===== src/rtl/safe_seq_pkg.sv =====
// Shared types for the safe-mode sequencer: FSM state encoding and bus-mode constants.
// No logic; imported by the timer and the sequencer top.
package safe_seq_pkg;

   typedef enum logic [2:0] {
      ST_IDLE     = 3'd0,
      ST_SYNC_IRQ = 3'd1,
      ST_SWITCH   = 3'd2,
      ST_WAIT_ACK = 3'd3,
      ST_ABORT    = 3'd4
   } seq_state_e;

   localparam logic MODE_INDEP  = 1'b0;
   localparam logic MODE_SINGLE = 1'b1;

endpackage


===== src/rtl/safe_seq_timer.sv =====
// Wait-state timer: saturating up-counter with clear/load/enable; tc_o flags TIMEOUT_CYCLES-1.
// Counter updates one cycle after its controls; no handshake, it never stalls.
module safe_seq_timer
   import safe_seq_pkg::*;
#(
   parameter  int TIMEOUT_CYCLES = 1024,
   localparam int CNT_W          = $clog2(TIMEOUT_CYCLES)
) (
   input  logic             clk_i,
   input  logic             rst_i,
   input  logic             clr_i,
   input  logic             en_i,
   input  logic             load_i,
   input  logic [CNT_W-1:0] load_val_i,
   output logic             tc_o
);

   localparam logic [CNT_W-1:0] CNT_MAX = CNT_W'(TIMEOUT_CYCLES - 1);

   logic [CNT_W-1:0] cnt_q, cnt_d;

   // Holding at CNT_MAX keeps tc_o asserted instead of wrapping back to zero.
   always_comb begin
      cnt_d = cnt_q;
      if (clr_i) begin
         cnt_d = '0;
      end else if (load_i) begin
         cnt_d = load_val_i;
      end else if (en_i && (cnt_q != CNT_MAX)) begin
         cnt_d = cnt_q + 1'b1;
      end
   end

   always_ff @(posedge clk_i) begin
      if (rst_i) begin
         cnt_q <= '0;
      end else begin
         cnt_q <= cnt_d;
      end
   end

   assign tc_o = (cnt_q == CNT_MAX);

endmodule


===== src/rtl/safe_mode_sequencer.sv =====
// Request-driven independent <-> single-bus mode sequencer: IRQ both cores, wait for WFI, flip bus, wait ack.
// Minimum sequence: request to done_o in 4 cycles; requests while busy_o is high are dropped.
module safe_mode_sequencer
   import safe_seq_pkg::*;
#(
   parameter int NHARTS         = 2,
   parameter int TIMEOUT_CYCLES = 1024
) (
   input  logic              clk_i,
   input  logic              rst_i,
   input  logic              mode_req_i,
   input  logic              mode_target_i,
   input  logic              master_core_i,
   input  logic [NHARTS-1:0] sleep_i,
   input  logic              intc_ack_i,
   output logic [NHARTS-1:0] sync_irq_o,
   output logic [NHARTS-1:0] halt_req_o,
   output logic              single_bus_o,
   output logic              master_core_o,
   output logic              busy_o,
   output logic              done_o,
   output logic              timeout_o
);

   if (NHARTS != 2) begin : g_bad_nharts
      $error("safe_mode_sequencer: only NHARTS == 2 is supported");
   end
   if (TIMEOUT_CYCLES < 2) begin : g_bad_timeout
      $error("safe_mode_sequencer: TIMEOUT_CYCLES must be >= 2");
   end

   seq_state_e        state_q;
   logic              mode_q, master_q, target_q, pend_master_q;
   logic              prev_mode_q, prev_master_q;
   logic [NHARTS-1:0] sync_irq_q, halt_req_q;
   logic              busy_q, done_q, timeout_q;
   logic              all_asleep, tmr_tc, stay;

   assign all_asleep = &sleep_i;

   // The timer runs only while a wait state is held; any state change restarts it from zero.
   always_comb begin
      stay = 1'b0;
      if (state_q == ST_SYNC_IRQ) begin
         stay = !all_asleep && !tmr_tc;
      end else if (state_q == ST_WAIT_ACK) begin
         stay = !intc_ack_i && !tmr_tc;
      end
   end

   safe_seq_timer #(
      .TIMEOUT_CYCLES(TIMEOUT_CYCLES)
   ) u_timer (
      .clk_i      (clk_i),
      .rst_i      (rst_i),
      .clr_i      (!stay),
      .en_i       (stay),
      .load_i     (1'b0),
      .load_val_i ('0),
      .tc_o       (tmr_tc)
   );

   always_ff @(posedge clk_i) begin
      if (rst_i) begin
         state_q       <= ST_IDLE;
         mode_q        <= MODE_INDEP;
         master_q      <= 1'b0;
         target_q      <= MODE_INDEP;
         pend_master_q <= 1'b0;
         prev_mode_q   <= MODE_INDEP;
         prev_master_q <= 1'b0;
         sync_irq_q    <= '0;
         halt_req_q    <= '0;
         busy_q        <= 1'b0;
         done_q        <= 1'b0;
         timeout_q     <= 1'b0;
      end else begin
         done_q     <= 1'b0;
         timeout_q  <= 1'b0;
         halt_req_q <= '0;
         case (state_q)
            ST_IDLE: begin
               if (mode_req_i) begin
                  if (mode_target_i == mode_q) begin
                     done_q <= 1'b1;
                  end else begin
                     target_q      <= mode_target_i;
                     pend_master_q <= (mode_target_i == MODE_SINGLE) ? master_core_i : master_q;
                     prev_mode_q   <= mode_q;
                     prev_master_q <= master_q;
                     sync_irq_q    <= '1;
                     busy_q        <= 1'b1;
                     state_q       <= ST_SYNC_IRQ;
                  end
               end
            end
            ST_SYNC_IRQ: begin
               if (all_asleep) begin
                  sync_irq_q <= '0;
                  state_q    <= ST_SWITCH;
               end else if (tmr_tc) begin
                  sync_irq_q <= '0;
                  timeout_q  <= 1'b1;
                  halt_req_q <= '1;
                  state_q    <= ST_ABORT;
               end
            end
            ST_SWITCH: begin
               mode_q   <= target_q;
               master_q <= pend_master_q;
               state_q  <= ST_WAIT_ACK;
            end
            ST_WAIT_ACK: begin
               if (intc_ack_i) begin
                  busy_q  <= 1'b0;
                  done_q  <= 1'b1;
                  state_q <= ST_IDLE;
               end else if (tmr_tc) begin
                  timeout_q  <= 1'b1;
                  halt_req_q <= '1;
                  state_q    <= ST_ABORT;
               end
            end
            ST_ABORT: begin
               mode_q   <= prev_mode_q;
               master_q <= prev_master_q;
               busy_q   <= 1'b0;
               state_q  <= ST_IDLE;
            end
            default: state_q <= ST_IDLE;
         endcase
      end
   end

   assign sync_irq_o    = sync_irq_q;
   assign halt_req_o    = halt_req_q;
   assign single_bus_o  = mode_q;
   assign master_core_o = master_q;
   assign busy_o        = busy_q;
   assign done_o        = done_q;
   assign timeout_o     = timeout_q;

endmodule


===== config.mk =====
export PLATFORM = sky130hd
export DESIGN_NAME = safe_mode_sequencer
export DESIGN_NICKNAME = d
export VERILOG_FILES = /design/src/rtl/safe_seq_pkg.sv /design/src/rtl/safe_seq_timer.sv /design/src/rtl/safe_mode_sequencer.sv
export SDC_FILE = /design/constraint.sdc
export NUM_CORES = 1
export LEC_CHECK = 0
export CORE_AREA = 2 2 60 68
export DETAILED_ROUTE_END_ITERATION = 7
export DIE_AREA = 0 0 62 70
export PLACE_DENSITY = 0.62
export SYNTH_ARGS = -nofsm -noshare
export SYNTH_HDL_FRONTEND = slang
export SYNTH_SLANG_ARGS = --single-unit
export TNS_END_PERCENT = 100

===== constraint.sdc =====
create_clock -name clk_i -period 3 [get_ports clk_i]
set_input_delay 0.75 -clock clk_i [delete_from_list [all_inputs] [get_ports clk_i]]
set_output_delay 0.75 -clock clk_i [all_outputs]
set_load 0.005 [all_outputs]

---- Word-level counts from Yosys, hierarchy flattened ----
Index checks and enable logic that the tools add are counted.
word-level totals
  flip-flop bits (word level) ............. 26
  logic and storage cells ................. 75
cells by class
  add/sub/neg operators ................... 1
  equality and inequality tests ........... 11
  reductions and logical operators ........ 16
  muxes and demuxes ....................... 32
  bitwise logic cells ..................... 2
operator list
  kind                                                  count
  2-to-1 mux 3 bit                                      5
  2-to-1 mux 2 bit                                      7
  2-to-1 mux 1 bit                                      12
  case mux 3 bit (4 select lines)                       1
  adder 10 x 1 -> 10 bit (second input constant)        1
  equality test 10 bit (second input constant)          1
  != test 10 bit (second input constant)                1
  case mux 1 bit (2 select lines)                       4
  case mux 2 bit (2 select lines)                       2
  AND reduction 4 bit                                   2
  equality test 3 x 2 -> 1 bit (second input constant)  2
  != test 2 bit (second input constant)                 3
  AND reduction 2 bit                                   2
  nonzero test 2 bit                                    2
  equality test 3 x 1 -> 1 bit (second input constant)  1
  equality test 3 bit (second input constant)           1
  logical AND 1 bit                                     3
  logical NOT 1 bit                                     3
  logical NOT 3 bit                                     1
  != test 3 bit (second input constant)                 1
  case mux 1 bit (3 select lines)                       1
  AND reduction 3 bit                                   1
  nonzero test 3 bit                                    1
  inverter 1 bit                                        2
  other kinds (2)                                       2

---- Depth between registers and ports, before layout ----
Gate-level depths: netlist of run 1.
  word-level depth ........................ 7
  gate-level depth with buffers ........... 6

---- Modules after synthesis ----
Synthesis of run 1 repeated with hierarchy kept, for this count alone.
second synthesis, totals
  cells, all modules ...................... 154
  area, all modules ....................... 1346.3 µm²
modules (own cells, without submodules)
  module               seq. area each (µm²)  cells an instance  times used  area an instance (µm²)
  safe_mode_sequencer  260.2                 77                 1           713.2
  safe_seq_timer       200.2                 77                 1           633.1

---- Worst setup path before layout of run 1 ----
OpenSTA, ideal clock, no wires.
  kind .................................... input -> register
  start point ............................. input mode_target_i
  end point ............................... register halt_req_q[0], in the netlist halt_req_o[0]
  arrival time ............................ 1.567 ns
  library setup time ...................... 0.073 ns
  path slack .............................. 1.360 ns
  stages .................................. 4
  cell sequence ........................... xnor2_1 -> o21a_1 -> or3_4 -> nor3_2
RTL lines
  what                  line                        source
  from (decl)           safe_mode_sequencer.sv:12   input logic mode_target_i,
  to (signal assigned)  safe_mode_sequencer.sv:73   halt_req_q <= '0;
  to (signal assigned)  safe_mode_sequencer.sv:80   halt_req_q <= '0;
  to (signal assigned)  safe_mode_sequencer.sv:104  halt_req_q <= '1;
  to (decl)             safe_mode_sequencer.sv:35   logic [NHARTS-1:0] sync_irq_q, halt_req_q;

---- Worst setup path in the final report of run 1 ----
  start point ............................. input rst_i
  end point ............................... register u_timer.cnt_q[6]
between the ends
  cells in the longest elaborated chain, start to end .. 1
ends and longest elaborated chain
  what                                 line                       source
  from (decl)                          safe_mode_sequencer.sv:10  input logic rst_i,
  OR reduction 2 bit (no source line)  -
  to (signal assigned)                 safe_seq_timer.sv:38       cnt_q <= cnt_d;
  to (decl)                            safe_seq_timer.sv:20       logic [CNT_W-1:0] cnt_q, cnt_d;
No other way between the ends.
A chain may end at the register's enable or synchronous reset.

==> results of run 1 <==
[power by group]
part | switching (mW) | internal, mW
clock | 0.0972 | 0.0927
combinational | 0.0301 | 0.0354
sequential | 0.00791 | 0.313
total | 0.135 | 0.441
[routing by layer]
layer	track usage (%)	wire length (um)	part of all wire [%]
met3	4.259	108	5.2
met1	12.83	947	45
met5	0	0	0
met2	17.94	1009	48
met4	4.255	23	1.1
[flip-flops by register name, summed over array words and instances, names as in the netlist]
name           count
u_timer.cnt_q     10
state_q            3
busy_o             1
done_o             1
halt_req_o         1
master_core_o      1
pend_master_q      1
prev_master_q      1
prev_mode_q        1
single_bus_o       1
sync_irq_o         1
target_q           1
[kinds of logic (layout without fill, tap and decap cells)]
kind of cell | count (synthesis) | in the layout | synth area share [%]
muxes | 3 | 3 | 2.756
DFF | 23 | 23 | 40.57
adders and majority gates | 1 | 1 | 1.102
and+or+nand+nor | 55 | 55 | 28.00
xor gates and xnor gates | 9 | 9 | 6.946
buffers and inverters | 12 | 24 | 7.055
AOI/OAI and AO/OA | 20 | 20 | 13.56
[layout by cell type, fill, tap and decap left out, drive strengths merged, types with 3 or more instances in the layout]
cell type,n
xnor2,8
clkdlybuf4s50,16
dfxtp,23
nand3,6
or3,3
nand2,8
a21oi,3
clkbuf,3
nor3,7
nor2,22
inv,4
[cell type report]
type	instances	area (um^2)	share of cell area, %
timing repair buffer	16	160.2	11.94
sequential	23	460.4	34.33
clock buffer	3	41.29	3.078
multi-input combinational	88	594.3	44.31
clock inverter	1	5.005	0.3731
tap	52	65.06	4.851
inverter	4	15.01	1.119
[metrics by stage]
stage               cells  setup slack [ns]  util, %  cell area, um^2
global route          187            0.8821    35.73             1341
finish                187            0.9428    35.73             1341
floorplan             123             1.360        -             1135
global placement      183            0.6989    34.50             1295
detailed placement    183            0.6670    34.50             1295
CTS                   187            0.9310    35.73             1341
[path summary, 6_finish.rpt]
kind                                   end  slack [ns]  depth (start not counted)                     startpoint
max          u_timer.cnt_q[6]$_SDFFE_PP0P_        0.94                          3                          rst_i
min          u_timer.cnt_q[0]$_SDFFE_PP0P_        0.47                          1  u_timer.cnt_q[0]$_SDFFE_PP0P_
max reg2reg  u_timer.cnt_q[6]$_SDFFE_PP0P_        1.16                          5  u_timer.cnt_q[0]$_SDFFE_PP0P_
min reg2reg  u_timer.cnt_q[0]$_SDFFE_PP0P_        0.47                          1  u_timer.cnt_q[0]$_SDFFE_PP0P_
[critical path: cells and delay by family]
kind,cells,cell delay (ns)
buffers and inverters,1,0.63
and+or+nand+nor,2,0.87
==> results.ini, run 1 <==
[global_route]
grt_pass1_vias=854
grt_usage_pct=11.12
grt_max_degree=14
grt_pass1_wl_mm=3.615
antenna_found_initial=0
grt_remaining_overflow=0

[pwr]
p_total_mw=0.5763
p_per_area_nw_per_um2=429.7
irDropWorstVdd_mv=0.2865
p_leak_nw=0.4034

[timing]
tns_ns=0
min_period_ns=2.057
fin_hold_ws_ns=0.4742
clock_skew_ns=0.01074
fmax_mhz=486.1
finalSetupViolations=0
rsz0062_at_grt=false
tightest_slew_ns=0.5239
slew_headroom_pct=65.07
post-route-period-util_pct=68.57
drv_slew=0
hold_violations=0

[floorplan]
dieArea_um2=4340
io_pins=17
fp.dieW_um=62
initial_core_util_pct=30.23
core-area_um2=3754
rows=24
fp.dieH_um=70

[routing]
drcViolationCount=0
drt_iter0_drc=24
drtPass1Iterations=4
viasPerCell=4.711
wl_per_cell_um=11.17
wirelength_mm=2.089
dr_total_vias=881
ant_nets=0

[run]
max-cap-violations=0

[synthesis]
yosysWarnings=0
netlist_area_um2=1135
ys_seq_area_share_pct=40.57
synth_ff_type=dfxtp_1
yosys_register_bits=23
synth_top_area_share_pct=40.57
synth_commonest_cells=dfxtp_1, nor2_1, nor2_2
netlist_instances=123
synth.most_common_cell=dfxtp_1
ys_async_sr_fraction_pct=0
synth_edf_count=0
syn-num-nets=132
synthDistinctLibCells=41
avgSynthCellArea_um2=9.226
synth_area_leaders=dfxtp_1, xnor2_1, nor2_2
synth_area_leader_cell=dfxtp_1

[setup_path]
start_kind=input port
crit_chain=clkdlybuf4s50_1 > or3_1 > nor2_2
arrival_ns=2.26
path_class=in2reg
cp_max_fo=11
end_kind=flop
cp_slowest_cell=or3_1
cpPeakStageDelay_ns=0.69
required_ns=3.20

[clock_network]
ctsLongestPathBuffers=2
ctsHoldBuffers=0
cts_num_sinks=23
clk_latency_ns=0.27
postCtsSetupBuffers=0
cts_tree=built
numCtsBuffers=3
cts_resized=0
htree_levels=1
cts_root_buf=clkbuf_8
clk_pin_slew_worst_paths_ns=0.07

[cells_and_area]
fill_cells=397
insertedDiodeCount=0
num-nets-final=145
syn_to_final_growth_pct=18.19
layout-drive-gt1-share_pct=17.04

[outcome]
outcome=finished clean

[placement]
dp_hpwl_mm=1.613
io_buffers=16
place_congestion=0.7563

[hold_path]
hold_path_class=reg2reg

Power figures use the tool's default switching activity.
==> run 2, diff against run 1 <==
==> constraint.sdc (replaced) <==
create_clock -name clk_i -period 2.05 [get_ports clk_i]
set_input_delay 0.5125 -clock clk_i [delete_from_list [all_inputs] [get_ports clk_i]]
set_output_delay 0.5125 -clock clk_i [all_outputs]
set_load 0.005 [all_outputs]
==> run 2 against run 1 <==
Worst hold slack improved by 0.0092 ns. Register-to-register slack worse by 0.78 ns. Wire length rose by 6.5%. Clock-buffer cell count rose by 1. Final cell count grew 2.1%. Largest cell class unchanged. Total power up 47%. First-iteration DRC count is 29% higher. Via count is 1.7% higher.
==> results.ini, run 2 (synthesis results as in run 1) <==
[outcome]
outcome=finished clean

[clock_network]
ctsLongestPathBuffers=2
cts_num_sinks=23
cts_resized=0
numCtsBuffers=3
clk_pin_slew_worst_paths_ns=0.08
cts_tree=built
postCtsSetupBuffers=0
htree_levels=1
clk_latency_ns=0.26
ctsHoldBuffers=0
cts_root_buf=clkbuf_8

[floorplan]
fp.dieH_um=70
initial_core_util_pct=30.23
rows=24
io_pins=17
dieArea_um2=4340
core-area_um2=3754
fp.dieW_um=62

[cells_and_area]
layout-drive-gt1-share_pct=18.71
num-nets-final=149
insertedDiodeCount=0
final_util_pct=36.50
final_cell_mix=dfxtp_1, clkdlybuf4s50_1, nor2_1
final_cells=191
syn_to_final_growth_pct=20.73
final_common_cell=dfxtp_1
regMostFlops=u_timer.cnt_q
largestRegisters=u_timer.cnt_q x10, state_q x3
largest_register_ffs=10

[global_route]
grt_pass1_wl_mm=3.877
grt_usage_pct=11.89
grt_max_degree=14
grt_remaining_overflow=0
grt_pass1_vias=899
antenna_found_initial=0

[hold_path]
min_path_cells=1
hold_start=u_timer.cnt_q[0]$_SDFFE_PP0P_
hold_end=u_timer.cnt_q[0]$_SDFFE_PP0P_
hold_path_class=reg2reg

[pwr]
irDropWorstVdd_mv=0.4173
p_leak_nw=0.4193
p_per_area_nw_per_um2=618.3

[timing]
clock_skew_ns=0.006791
slew_headroom_pct=63.58
drv_slew=0
post-route-period-util_pct=88.27
rsz0062_at_grt=false
tns_ns=0
fin_hold_ws_ns=0.4834
hold_violations=0
min_period_ns=1.810
fmax_mhz=552.6
tightest_slew_ns=0.5455
finalSetupViolations=0

[setup_path]
reg2reg_slack_ns=0.38
path_buf_inv=1
required_ns=1.54
path_class=reg2out
cp_top_family=buffers and inverters
reg2reg_to=u_timer.cnt_q[2]$_SDFFE_PP0P_
start_kind=flop
cp_slowest_cell=clkdlybuf4s50_1
arrival_ns=1.30
end_kind=output port
reg2reg_from=u_timer.cnt_q[0]$_SDFFE_PP0P_
cpPeakStageDelay_ns=0.55
r2r_cells=6
cp_max_fo=8
crit_chain=clkdlybuf4s50_1

[routing]
drtPass1Iterations=4
drcViolationCount=0
wirelength_mm=2.225
dr_total_vias=896
wl_per_cell_um=11.65
ant_nets=0
drt_iter0_drc=31
viasPerCell=4.691

[run]
max-cap-violations=0

[placement]
dp_hpwl_mm=1.689
place_inst=187
place_congestion=0.7418
io_buffers=16

run 2: cell types whose count changed in the layout (fill, tap and decap cells not counted):
cell and delta:
buf_4 +4, clkinv_2 -1, clkbuf_1 +1
run 2: how the worst max path moves through the flow:
stage / slack, ns / endpoint / startpoint / depth (start not counted)
floorplan: 0.62 / sync_irq_o[0]$_SDFFE_PP0P_ / u_timer.cnt_q[0]$_SDFFE_PP0P_ / 5
global placement: 0.05 / halt_req_o[0]$_SDFF_PP0_ / mode_target_i / 5
detailed placement: 0.08 / halt_req_o[0]$_SDFF_PP0_ / mode_target_i / 5
CTS: 0.23 / single_bus_o / single_bus_o$_SDFFE_PP0P_ / 1
global route: 0.19 / single_bus_o / single_bus_o$_SDFFE_PP0P_ / 1
finish: 0.24 / single_bus_o / single_bus_o$_SDFFE_PP0P_ / 1
run 2: power breakdown:
group          switching [mW]  total [mW]  internal (mW)
sequential             0.0121       0.470          0.458
clock                   0.137       0.276          0.139
combinational          0.0449       0.101         0.0565
total                   0.194       0.847          0.653
run 2: final cells by class:
| type | instances | area (um^2) |
|---|---|---|
| Fill cell | 381 | 2384 |
| Multi-Input combinational cell | 88 | 594.3 |
| Sequential cell | 23 | 460.4 |
| Timing Repair Buffer | 20 | 190.2 |
| Tap cell | 52 | 65.06 |
| Clock buffer | 4 | 45.04 |
| Inverter | 4 | 15.01 |
run 2: through the flow:
step / setup slack (ns) / power, mW / cell area, um^2
finish: 0.2405 / 0.8472 / 1370
global route: 0.1879 / 0.8941 / 1370
CTS: 0.2344 / 0.8612 / 1370
detailed placement: 0.08300 / 0.5818 / 1325
global placement: 0.05202 / 0.5806 / 1325
floorplan: 0.6158 / 0.5428 / 1135
run 2: routing by layer:
metal  GRT usage [%]  share of wire [%]
met1           14.24                 43
met2           19.33                 51
met3           4.259                4.6
met4           3.546                1.1
met5               0                  0
==> run 3, diff against run 2 <==
--- a/config.mk
+++ b/config.mk
@@ -6,6 +6,7 @@
 export NUM_CORES = 1
 export LEC_CHECK = 0
 export CORE_AREA = 2 2 60 68
+export CTS_CLUSTER_SIZE = 16
 export DETAILED_ROUTE_END_ITERATION = 7
 export DIE_AREA = 0 0 62 70
 export PLACE_DENSITY = 0.62
==> results of run 3 <==
The final DEF is identical to that of run 2; final timing and power are the same.
